--- config.mk ---
export PLATFORM = sky130hd
export DESIGN_NAME = snn_spi_regfile
export DESIGN_NICKNAME = d
export VERILOG_FILES = /design/src/rtl/snn_spi_pkg.sv /design/src/rtl/spi_sync_edge.sv /design/src/rtl/snn_spi_regfile.sv
export SDC_FILE = /design/constraint.sdc
export NUM_CORES = 1
export LEC_CHECK = 0
export ABC_CLOCK_PERIOD_IN_PS = 5700
export BUFFER_PORTS_ARGS = -buffer_cell sky130_fd_sc_hd__buf_2
export CAP_MARGIN = 20
export CORE_MARGIN = 2
export CORE_UTILIZATION = 61
export DETAILED_ROUTE_END_ITERATION = 10
export GPL_TIMING_DRIVEN = 0
export PLACE_DENSITY = 0.85
export SYNTH_ARGS = -nofsm -noshare
export SYNTH_HDL_FRONTEND = slang
export SYNTH_HIERARCHICAL = 1
export SYNTH_SLANG_ARGS = --single-unit
export TNS_END_PERCENT = 20
--- constraint.sdc ---
create_clock -name clk -period 5.7 [get_ports clk]
set_clock_uncertainty 0.15 [all_clocks]
set_input_delay 0.57 -clock clk [delete_from_list [all_inputs] [get_ports clk]]
set_output_delay 0.57 -clock clk [all_outputs]
set_load 0.01 [all_outputs]
--- src/rtl/snn_spi_pkg.sv ---
// snn_spi_pkg
// Shared constants and the frame-decoder state type for the SNN SPI
// configuration block.
//   FRAME_W  : bits per SPI frame
//   ADDR_W   : register address width
//   RW_BIT   : frame bit selecting write (1) or read (0)
//   ADDR_MSB / ADDR_LSB : address field position within the frame
//   HDR_W    : header length (rw + addr + reserved); read data loads after it
//   CNT_W    : width of the per-frame rising-edge counter
package snn_spi_pkg;

    localparam int FRAME_W  = 16;
    localparam int ADDR_W   = 4;
    localparam int RW_BIT   = 15;
    localparam int ADDR_MSB = 14;
    localparam int ADDR_LSB = 11;
    localparam int HDR_W    = 8;
    localparam int CNT_W    = 4;

    typedef enum logic [1:0] {
        IDLE  = 2'd0,
        SHIFT = 2'd1,
        DONE  = 2'd2
    } spi_state_e;

endpackage

--- src/rtl/spi_sync_edge.sv ---
// spi_sync_edge
// Two-flop synchronizer for one asynchronous input, followed by a history
// flop that yields single-cycle rise/fall pulses on the synchronized level.
// Ports:
//   clk    : system clock
//   rst_n  : asynchronous active-low reset
//   din    : asynchronous input
//   sync   : synchronized level (2 clk latency)
//   rise   : one-clk pulse on a synchronized 0->1 transition
//   fall   : one-clk pulse on a synchronized 1->0 transition
module spi_sync_edge #(
    parameter logic RST_VAL = 1'b0
) (
    input  logic clk,
    input  logic rst_n,
    input  logic din,
    output logic sync,
    output logic rise,
    output logic fall
);

    logic meta_q;
    logic sync_q;
    logic prev_q;

    // Reset to the line's idle level so no false edge appears on release.
    always_ff @(posedge clk or negedge rst_n) begin
        if (!rst_n) begin
            meta_q <= RST_VAL;
            sync_q <= RST_VAL;
            prev_q <= RST_VAL;
        end else begin
            meta_q <= din;
            sync_q <= meta_q;
            prev_q <= sync_q;
        end
    end

    assign sync = sync_q;
    assign rise = sync_q & ~prev_q;
    assign fall = ~sync_q & prev_q;

endmodule

--- src/rtl/snn_spi_regfile.sv ---
// snn_spi_regfile
// SPI mode-0 target feeding a bank of 8-bit configuration registers
// (synaptic weights / neuron thresholds). SPI pins are oversampled on clk.
// Frame: 16 bits MSB first = {rw, addr[3:0], rsvd[2:0], data[7:0]}.
// Ports:
//   clk        : system clock, at least 4x sclk
//   rst_n      : asynchronous active-low reset
//   sclk       : SPI clock (idles low)
//   cs_n       : SPI chip select, active low
//   copi       : SPI data in
//   cipo       : SPI data out, read data MSB first
//   regs_flat  : all registers, reg 0 in the LSBs
//   wr_strobe  : one-clk pulse on each committed register write
//   wr_addr    : address of the last committed write
//
// state | meaning
// IDLE  | cs_n high; bit counter, shifter and read path held clear
// SHIFT | frame in progress; counting sclk rising edges 0..15
// DONE  | 16 bits taken; further edges ignored until cs_n rises
module snn_spi_regfile
    import snn_spi_pkg::*;
#(
    parameter int NUM_REGS = 16,
    parameter int DATA_W   = 8
) (
    input  logic                       clk,
    input  logic                       rst_n,
    input  logic                       sclk,
    input  logic                       cs_n,
    input  logic                       copi,
    output logic                       cipo,
    output logic [NUM_REGS*DATA_W-1:0] regs_flat,
    output logic                       wr_strobe,
    output logic [ADDR_W-1:0]          wr_addr
);

    localparam int HDR_OFF = FRAME_W - HDR_W;

    logic sclk_s, sclk_rise, sclk_fall;
    logic cs_n_s, cs_rise, cs_fall;
    logic copi_meta_q, copi_s;
    logic unused_sync_sigs;

    spi_state_e state_q, state_d;

    logic [CNT_W-1:0]   bit_cnt_q;
    logic [FRAME_W-1:0] shift_q;
    logic [FRAME_W-1:0] frame_next;
    logic [DATA_W-1:0]  out_shift_q;
    logic               rd_active_q;
    logic [DATA_W-1:0]  regs_q [NUM_REGS];
    logic [DATA_W-1:0]  rd_value;

    logic               clr_frame, shift_en, shift_out, commit_wr, load_rd;
    logic               hdr_rw;
    logic [ADDR_W-1:0]  hdr_addr, cmt_addr;

    spi_sync_edge #(.RST_VAL(1'b0)) u_sync_sclk (
        .clk  (clk),
        .rst_n(rst_n),
        .din  (sclk),
        .sync (sclk_s),
        .rise (sclk_rise),
        .fall (sclk_fall)
    );

    spi_sync_edge #(.RST_VAL(1'b1)) u_sync_cs (
        .clk  (clk),
        .rst_n(rst_n),
        .din  (cs_n),
        .sync (cs_n_s),
        .rise (cs_rise),
        .fall (cs_fall)
    );

    // copi only needs the level; it shares the sclk path latency so the
    // sampled bit lines up with the rising-edge pulse.
    always_ff @(posedge clk or negedge rst_n) begin
        if (!rst_n) begin
            copi_meta_q <= 1'b0;
            copi_s      <= 1'b0;
        end else begin
            copi_meta_q <= copi;
            copi_s      <= copi_meta_q;
        end
    end

    // The decoder works on chip-select level, so these are intentionally idle.
    assign unused_sync_sigs = &{1'b0, sclk_s, cs_rise, cs_fall};

    // Frame contents as they will be after the current rising edge; used to
    // decode the header at bit 8 and commit the write at bit 16 without an
    // extra cycle of latency.
    assign frame_next = {shift_q[FRAME_W-2:0], copi_s};
    assign hdr_rw     = frame_next[RW_BIT-HDR_OFF];
    assign hdr_addr   = frame_next[ADDR_MSB-HDR_OFF:ADDR_LSB-HDR_OFF];
    assign cmt_addr   = frame_next[ADDR_MSB:ADDR_LSB];

    // State register
    always_ff @(posedge clk or negedge rst_n) begin
        if (!rst_n) begin
            state_q <= IDLE;
        end else begin
            state_q <= state_d;
        end
    end

    // Next-state logic
    always_comb begin
        state_d = state_q;
        case (state_q)
            IDLE: begin
                if (!cs_n_s) state_d = SHIFT;
            end
            SHIFT: begin
                if (cs_n_s) begin
                    state_d = IDLE;
                end else if (sclk_rise && bit_cnt_q == CNT_W'(FRAME_W-1)) begin
                    state_d = DONE;
                end
            end
            DONE: begin
                if (cs_n_s) state_d = IDLE;
            end
            default: state_d = IDLE;
        endcase
    end

    // FSM outputs
    always_comb begin
        clr_frame = 1'b0;
        shift_en  = 1'b0;
        shift_out = 1'b0;
        case (state_q)
            IDLE: clr_frame = 1'b1;
            SHIFT: begin
                if (!cs_n_s) begin
                    shift_en  = sclk_rise;
                    shift_out = sclk_fall & rd_active_q;
                end
            end
            default: ;
        endcase
        commit_wr = shift_en && (bit_cnt_q == CNT_W'(FRAME_W-1)) &&
                    frame_next[RW_BIT] && (int'(cmt_addr) < NUM_REGS);
        load_rd   = shift_en && (bit_cnt_q == CNT_W'(HDR_W-1)) && !hdr_rw;
    end

    // Out-of-range addresses match no register and fall through to zero.
    always_comb begin
        rd_value = '0;
        for (int i = 0; i < NUM_REGS; i++) begin
            if (hdr_addr == ADDR_W'(i)) rd_value = regs_q[i];
        end
    end

    // Frame shifter, bit counter and read-data output path
    always_ff @(posedge clk or negedge rst_n) begin
        if (!rst_n) begin
            bit_cnt_q   <= '0;
            shift_q     <= '0;
            out_shift_q <= '0;
            rd_active_q <= 1'b0;
            cipo        <= 1'b0;
        end else if (clr_frame) begin
            bit_cnt_q   <= '0;
            shift_q     <= '0;
            out_shift_q <= '0;
            rd_active_q <= 1'b0;
            cipo        <= 1'b0;
        end else begin
            if (shift_en) begin
                shift_q   <= frame_next;
                bit_cnt_q <= bit_cnt_q + CNT_W'(1);
            end
            if (load_rd) begin
                out_shift_q <= rd_value;
                rd_active_q <= 1'b1;
            end else if (shift_out) begin
                cipo        <= out_shift_q[DATA_W-1];
                out_shift_q <= {out_shift_q[DATA_W-2:0], 1'b0};
            end
            // Leaving SHIFT (abort or DONE) parks cipo low.
            if (state_d != SHIFT) begin
                cipo        <= 1'b0;
                rd_active_q <= 1'b0;
            end
        end
    end

    // Register bank and write reporting
    always_ff @(posedge clk or negedge rst_n) begin
        if (!rst_n) begin
            for (int i = 0; i < NUM_REGS; i++) regs_q[i] <= '0;
            wr_strobe <= 1'b0;
            wr_addr   <= '0;
        end else begin
            wr_strobe <= commit_wr;
            if (commit_wr) begin
                wr_addr <= cmt_addr;
                for (int i = 0; i < NUM_REGS; i++) begin
                    if (cmt_addr == ADDR_W'(i)) regs_q[i] <= frame_next[DATA_W-1:0];
                end
            end
        end
    end

    always_comb begin
        regs_flat = '0;
        for (int i = 0; i < NUM_REGS; i++) regs_flat[i*DATA_W +: DATA_W] = regs_q[i];
    end

endmodule

### Word level (Yosys, flattened, before mapping)

Cells that the tools add are included.

* bits in read-only memories: 0
* bits in latches: 0
* logic and storage cells: 143
* memories: 0
* output and inout bits: 134
* bits of input ports: 5
* bits in writable memories: 0
* register bits: 171

* $lt $le $gt $ge: 0
* multiply operators: 0
* equality and inequality tests: 36
* bitwise operators: 5
* add/subtract/negate cells: 1
* reduce and logical (&&, ||, !) cells: 30
* divide/modulo/power cells: 0
* shift-type cells: 0
* muxes and demuxes: 40

Operators with widths (number)
* 2-to-1 mux 8 bit: 19
* equality test 4 bit (second input constant): 17
* equality test 4 x 3 -> 1 bit (second input constant): 9
* AND reduction 2 bit: 17
* 2-to-1 mux 15 bit: 2
* equality test 4 x 2 -> 1 bit (second input constant): 4
* 2-to-1 mux 1 bit: 12
* nonzero test 3 bit: 3
* equality test 4 x 1 -> 1 bit (second input constant): 2
* zero test 4 bit: 2
* 2-to-1 mux 2 bit: 4
* 2-to-1 mux 4 bit: 2
* case mux 2 bit (3 select lines): 1
* logical AND 1 bit: 5
* adder 4 x 1 -> 4 bit (second input constant): 1
* AND 1 bit: 3
* inequality test 3 x 2 -> 1 bit (second input constant): 1
* equality test 2 x 1 -> 1 bit (second input constant): 1
* equality test 2 bit (second input constant): 1
* zero test 2 bit: 1
* inequality test 2 x 1 -> 1 bit (second input constant): 1
* NOT 1 bit: 2
* nonzero test 2 bit: 1
* zero test 1 bit: 1

### Longest topological paths before layout

* depth after elaboration: 19
* depth in mapped cells: 9
* depth with buffers taken out: 6

### Modules after synthesis

Netlist, hierarchy kept.

Modules (own cells, without submodules)
* snn_spi_regfile: cells an instance 700, instances 1, area an instance 8124.0 sq um, seq. area each 4154.0 sq um
* spi_sync_edge at u_sync_cs: cells an instance 5, instances 1, area an instance 93.8 sq um, seq. area each 78.8 sq um
* spi_sync_edge at u_sync_sclk: cells an instance 5, instances 1, area an instance 90.1 sq um, seq. area each 75.1 sq um

### Worst setup path before layout

No wires, ideal clock.

* kind: reg2reg
* start point: register u_sync_sclk.prev_q
* end point: register regs_q, in the netlist regs_flat[72]
* slack: 3.458 ns
* data required time: 5.425 ns
* cell stages (with the launch flop): 9
* buffers on the path: 2
* setup time: 0.125 ns
* arrival time: 1.967 ns
* clock period less this slack: 2.242 ns
* cell sequence: dfrtp_1 nor2b_1 nor4bb_1 and3_1 buf_4 nor3b_4 nor2b_1 buf_4 mux2_2

* word-level cells in the longest chain between the ends: 7

RTL lines
* start, declared: RTL line spi_sync_edge.sv:24 `logic prev_q;`
* start signal, assigned: RTL line spi_sync_edge.sv:35 `prev_q <= sync_q;`
* NOT 1 bit: RTL line spi_sync_edge.sv:40 `assign rise = sync_q & ~prev_q;`
* AND 1 bit: RTL line spi_sync_edge.sv:40
* via sclk_rise: RTL line snn_spi_regfile.sv:39 `logic sclk_s, sclk_rise, sclk_fall;`
* 2-to-1 mux 1 bit: RTL line snn_spi_regfile.sv:137 `if (!cs_n_s) begin`
* 2-to-1 mux 1 bit: RTL line snn_spi_regfile.sv:134 `case (state_q)`
* logical AND 1 bit (2 in a row): RTL line snn_spi_regfile.sv:144 `commit_wr = shift_en && (bit_cnt_q == CNT_W'(FRAME_W-1)) &&`
* via commit_wr: RTL line snn_spi_regfile.sv:54 `logic clr_frame, shift_en, shift_out, commit_wr, load_rd;`
* AND reduction 2 bit (no source line)
* end signal, assigned by index: RTL line snn_spi_regfile.sv:202 `if (cmt_addr == ADDR_W'(i)) regs_q[i] <= frame_next[DATA_W-1:0];`
* end, declared: RTL line snn_spi_regfile.sv:51 `logic [DATA_W-1:0] regs_q [NUM_REGS];`

The timed path passes the listed nets, and every way through them passes these cells.
A chain may end at the register's enable or synchronous reset.

### Worst setup path after layout

* start point: register shift_q[4]
* end point: register out_shift_q[1]

* word-level cells in the longest chain between the ends: 19
* elaborated cells on any way between the ends: 34
* those cells by class: eq/ne: 15; mux: 18; reduce/logical: 1

RTL lines
* start, declared: RTL line snn_spi_regfile.sv:47 `logic [FRAME_W-1:0] shift_q;`
* start signal, assigned: RTL line snn_spi_regfile.sv:173 `shift_q <= frame_next;`
* zero test 4 bit: RTL line snn_spi_regfile.sv:153 `if (hdr_addr == ADDR_W'(i)) rd_value = regs_q[i];`
* 2-to-1 mux 8 bit (15 in a row): RTL line snn_spi_regfile.sv:153
* 2-to-1 mux 8 bit *: RTL line snn_spi_regfile.sv:153
* 2-to-1 mux 8 bit *: RTL line snn_spi_regfile.sv:176 `if (load_rd) begin`
* 2-to-1 mux 8 bit *: RTL line snn_spi_regfile.sv:165 `end else if (clr_frame) begin`
* end signal, assigned: RTL line snn_spi_regfile.sv:177 `out_shift_q <= rd_value;`
* end signal, assigned: RTL line snn_spi_regfile.sv:181 `out_shift_q <= {out_shift_q[DATA_W-2:0], 1'b0};`
* end, declared: RTL line snn_spi_regfile.sv:49 `logic [DATA_W-1:0] out_shift_q;`

Mark *: on every way between the ends. The rest lies on a longest branch, timed or not.

==> impl_metrics.tcl <==
set metrics [dict create \
    status "complete, but fails checks" \
    violations "negative hold slack" \
    cts-resized-gates 0 \
    grt_pass1_vias 6854 \
    placed_area_sq_um 9215 \
    power_switching_uw 525.9 \
    cts_tree "yes" \
    p_int_uw 1849 \
    finalHoldViolCount 28 \
    portBuffers 138 \
    timing.fmax_ghz 0.3131 \
    rsz0062_at_grt "no" \
    finalCritPeriodShare 0.5603 \
    setup_viol 0 \
    clock-sinks 171 \
    timing.slew.headroom 0.4207 \
    dr_wl_met2_mm 12.44 \
    design_area_sq_um 9768 \
    ios 139 \
    pwr_density_cell_nw_per_um2 243.1 \
    syn_to_final_growth_pct 18.16 \
    drt-vias-per-instance 6.736 \
    layout_commonest_cell "dfrtp_1" \
    power_frac_seq 0.515 \
    syn_avg_cell_area_sq_um 11.69 \
    synthCells 707 \
    grt_overflow 0 \
    fillers 963 \
    pwr-share-comb 0.018 \
    cp_max_fo 10 \
    instances_no_fill 1053 \
    cpMostUsedCell "clkbuf_1" \
    grt_pass1_wl_mm 42.13 \
    dieArea_sq_um 14500 \
    antenna_found_initial 1 \
    ctsRootBufferMaster "clkbuf_16" \
    fin_crit_ns 3.194 \
    dpl.hpwl_mm 19.74 \
    clk_latency_ns 0.44 \
    coreArea_sq_um 13240 \
    path_cells "clkbuf_1 > clkbuf_1 > buf_1 > a21oi_1 > a311oi_1 > o311ai_1" \
    fin_setup_tns_ns 0 \
    route.met3.wl_mm 3.104 \
    mostFrequentLayoutCells "dfrtp_1, buf_2, mux2_2" \
    cts_setup_buffers 0 \
    crit_buf_inv 3 \
    required_ns 5.84 \
    final_nets 871 \
    chipHeight_um 120.4 \
    syn_area_sq_um 8267 \
    via_count 7093 \
    grt_max_degree 89 \
    critical_path_class "reg2reg" \
    clkTransAtPathRegs_ns 0.07 \
    antenna_left 0 \
    die_w_um 120.4 \
    slew_viol_final 0 \
    yosys_warnings 6 \
    cp-start-kind "register" \
    switching_share 0.2214 \
    ir_drop_v 0.0001839 \
    start_util 0.6242 \
    drive_above_1_share 0.3786 \
    dp_cells 1022 \
    cts_max_level 4 \
    cts_buffers 17 \
    syn_nets 713 \
    num_antenna_cells 0 \
    cap_violations 0 \
    place.gp.congestion 0.9954 \
    clk_path_buf_depth 2 \
    cp_slowest_cell "dfrtp_1" \
    firstDrtPassIters 5 \
    drt_iter0_markers 854 \
    crit_family "buffers and inverters" \
    cp-end-kind "register" \
    hp-class "in2async" \
    crit_arrival_ns 3.33 \
    wl_per_cell_um 26.69 \
    postCtsHoldBufs 0 \
    grt_usage 0.3969 \
    drt-total-wl_mm 28.10 \
    cpPeakStageDelay_ns 0.58 \
    whs_ns -0.05488 \
    num_rows 42 \
    met1_length_mm 11.25 \
    tightest_slew_ns 0.8690 \
    p_leak_uw 0.004857 \
    pwr-share-clk 0.467 \
    drc 0 \
    top_layer "met4" \
]
[final cells by class]
class                      count  area, sq um  share of cell area
buffer                        54        221.5             0.02267
clock buffer                  22        464.2             0.04752
clock inverter                 9        88.84            0.009094
inverter                      14        52.55            0.005380
multi-input combinational    468         3711              0.3799
sequential                   171         4282              0.4383
tap                          176        220.2             0.02254
timing repair buffer         139        728.2             0.07455
[power groups by stage]
| stage | logic (uW) | registers [uW] | clock network, uW |
|---|---|---|---|
| after detailed placement | 43.0 | 1240 | 0 |
| after global placement | 38.1 | 1240 | 0 |
| after CTS | 43.4 | 1220 | 1110 |
| after global routing | 48.6 | 1220 | 1170 |
| after floorplan | 9.87 | 1240 | 0 |
| final | 42.3 | 1220 | 1110 |
[routing by layer]
metal | track usage | up-vias
met3 | 0.09528 | 119
li1 | - | 2908
met1 | 0.5656 | 3553
met4 | 0.1846 | 0
met5 | 0 | -
met2 | 0.5773 | 513
[registers in the layout, summed over array words and instances, names as in the netlist, 2 cells and up]
signal and count:
bit_cnt_q 4, out_shift_q 8, regs_flat 128, shift_q 15, state_q 2, wr_addr 4
[path summary, 6_finish.rpt]
path,end,from,slack (ns),cells after the start
setup / recovery,out_shift_q[1],shift_q[4],2.51,6
hold reg to reg,u_sync_cs/sync,u_sync_cs/meta_q,0.20,0
max in group asynchronous,shift_q[10],rst_n,4.59,2
min in group clk,u_sync_cs/meta_q,cs_n,0.08,1
hold / removal,regs_flat[61],rst_n,-0.05,1
setup reg to reg,out_shift_q[1],shift_q[4],2.51,6
[through the flow]
stage / total power [uW] / utilization / setup WS (ns)
after floorplan: 1253 / - / 3.458
after global placement: 1282 / 0.6930 / 1.467
after detailed placement: 1288 / 0.6959 / 2.688
after CTS: 2372 / 0.7376 / 2.659
after global routing: 2436 / 0.7376 / 2.531
final: 2375 / 0.7376 / 2.506
[worst reg2reg max path, delay by kind of cell, from the launching register on]
kind,cells,cell delay (ns)
compound gates,3,0.90
flops,1,0.58
buf+inv,3,1.43
No activity file was read; power rests on OpenSTA's default activity.
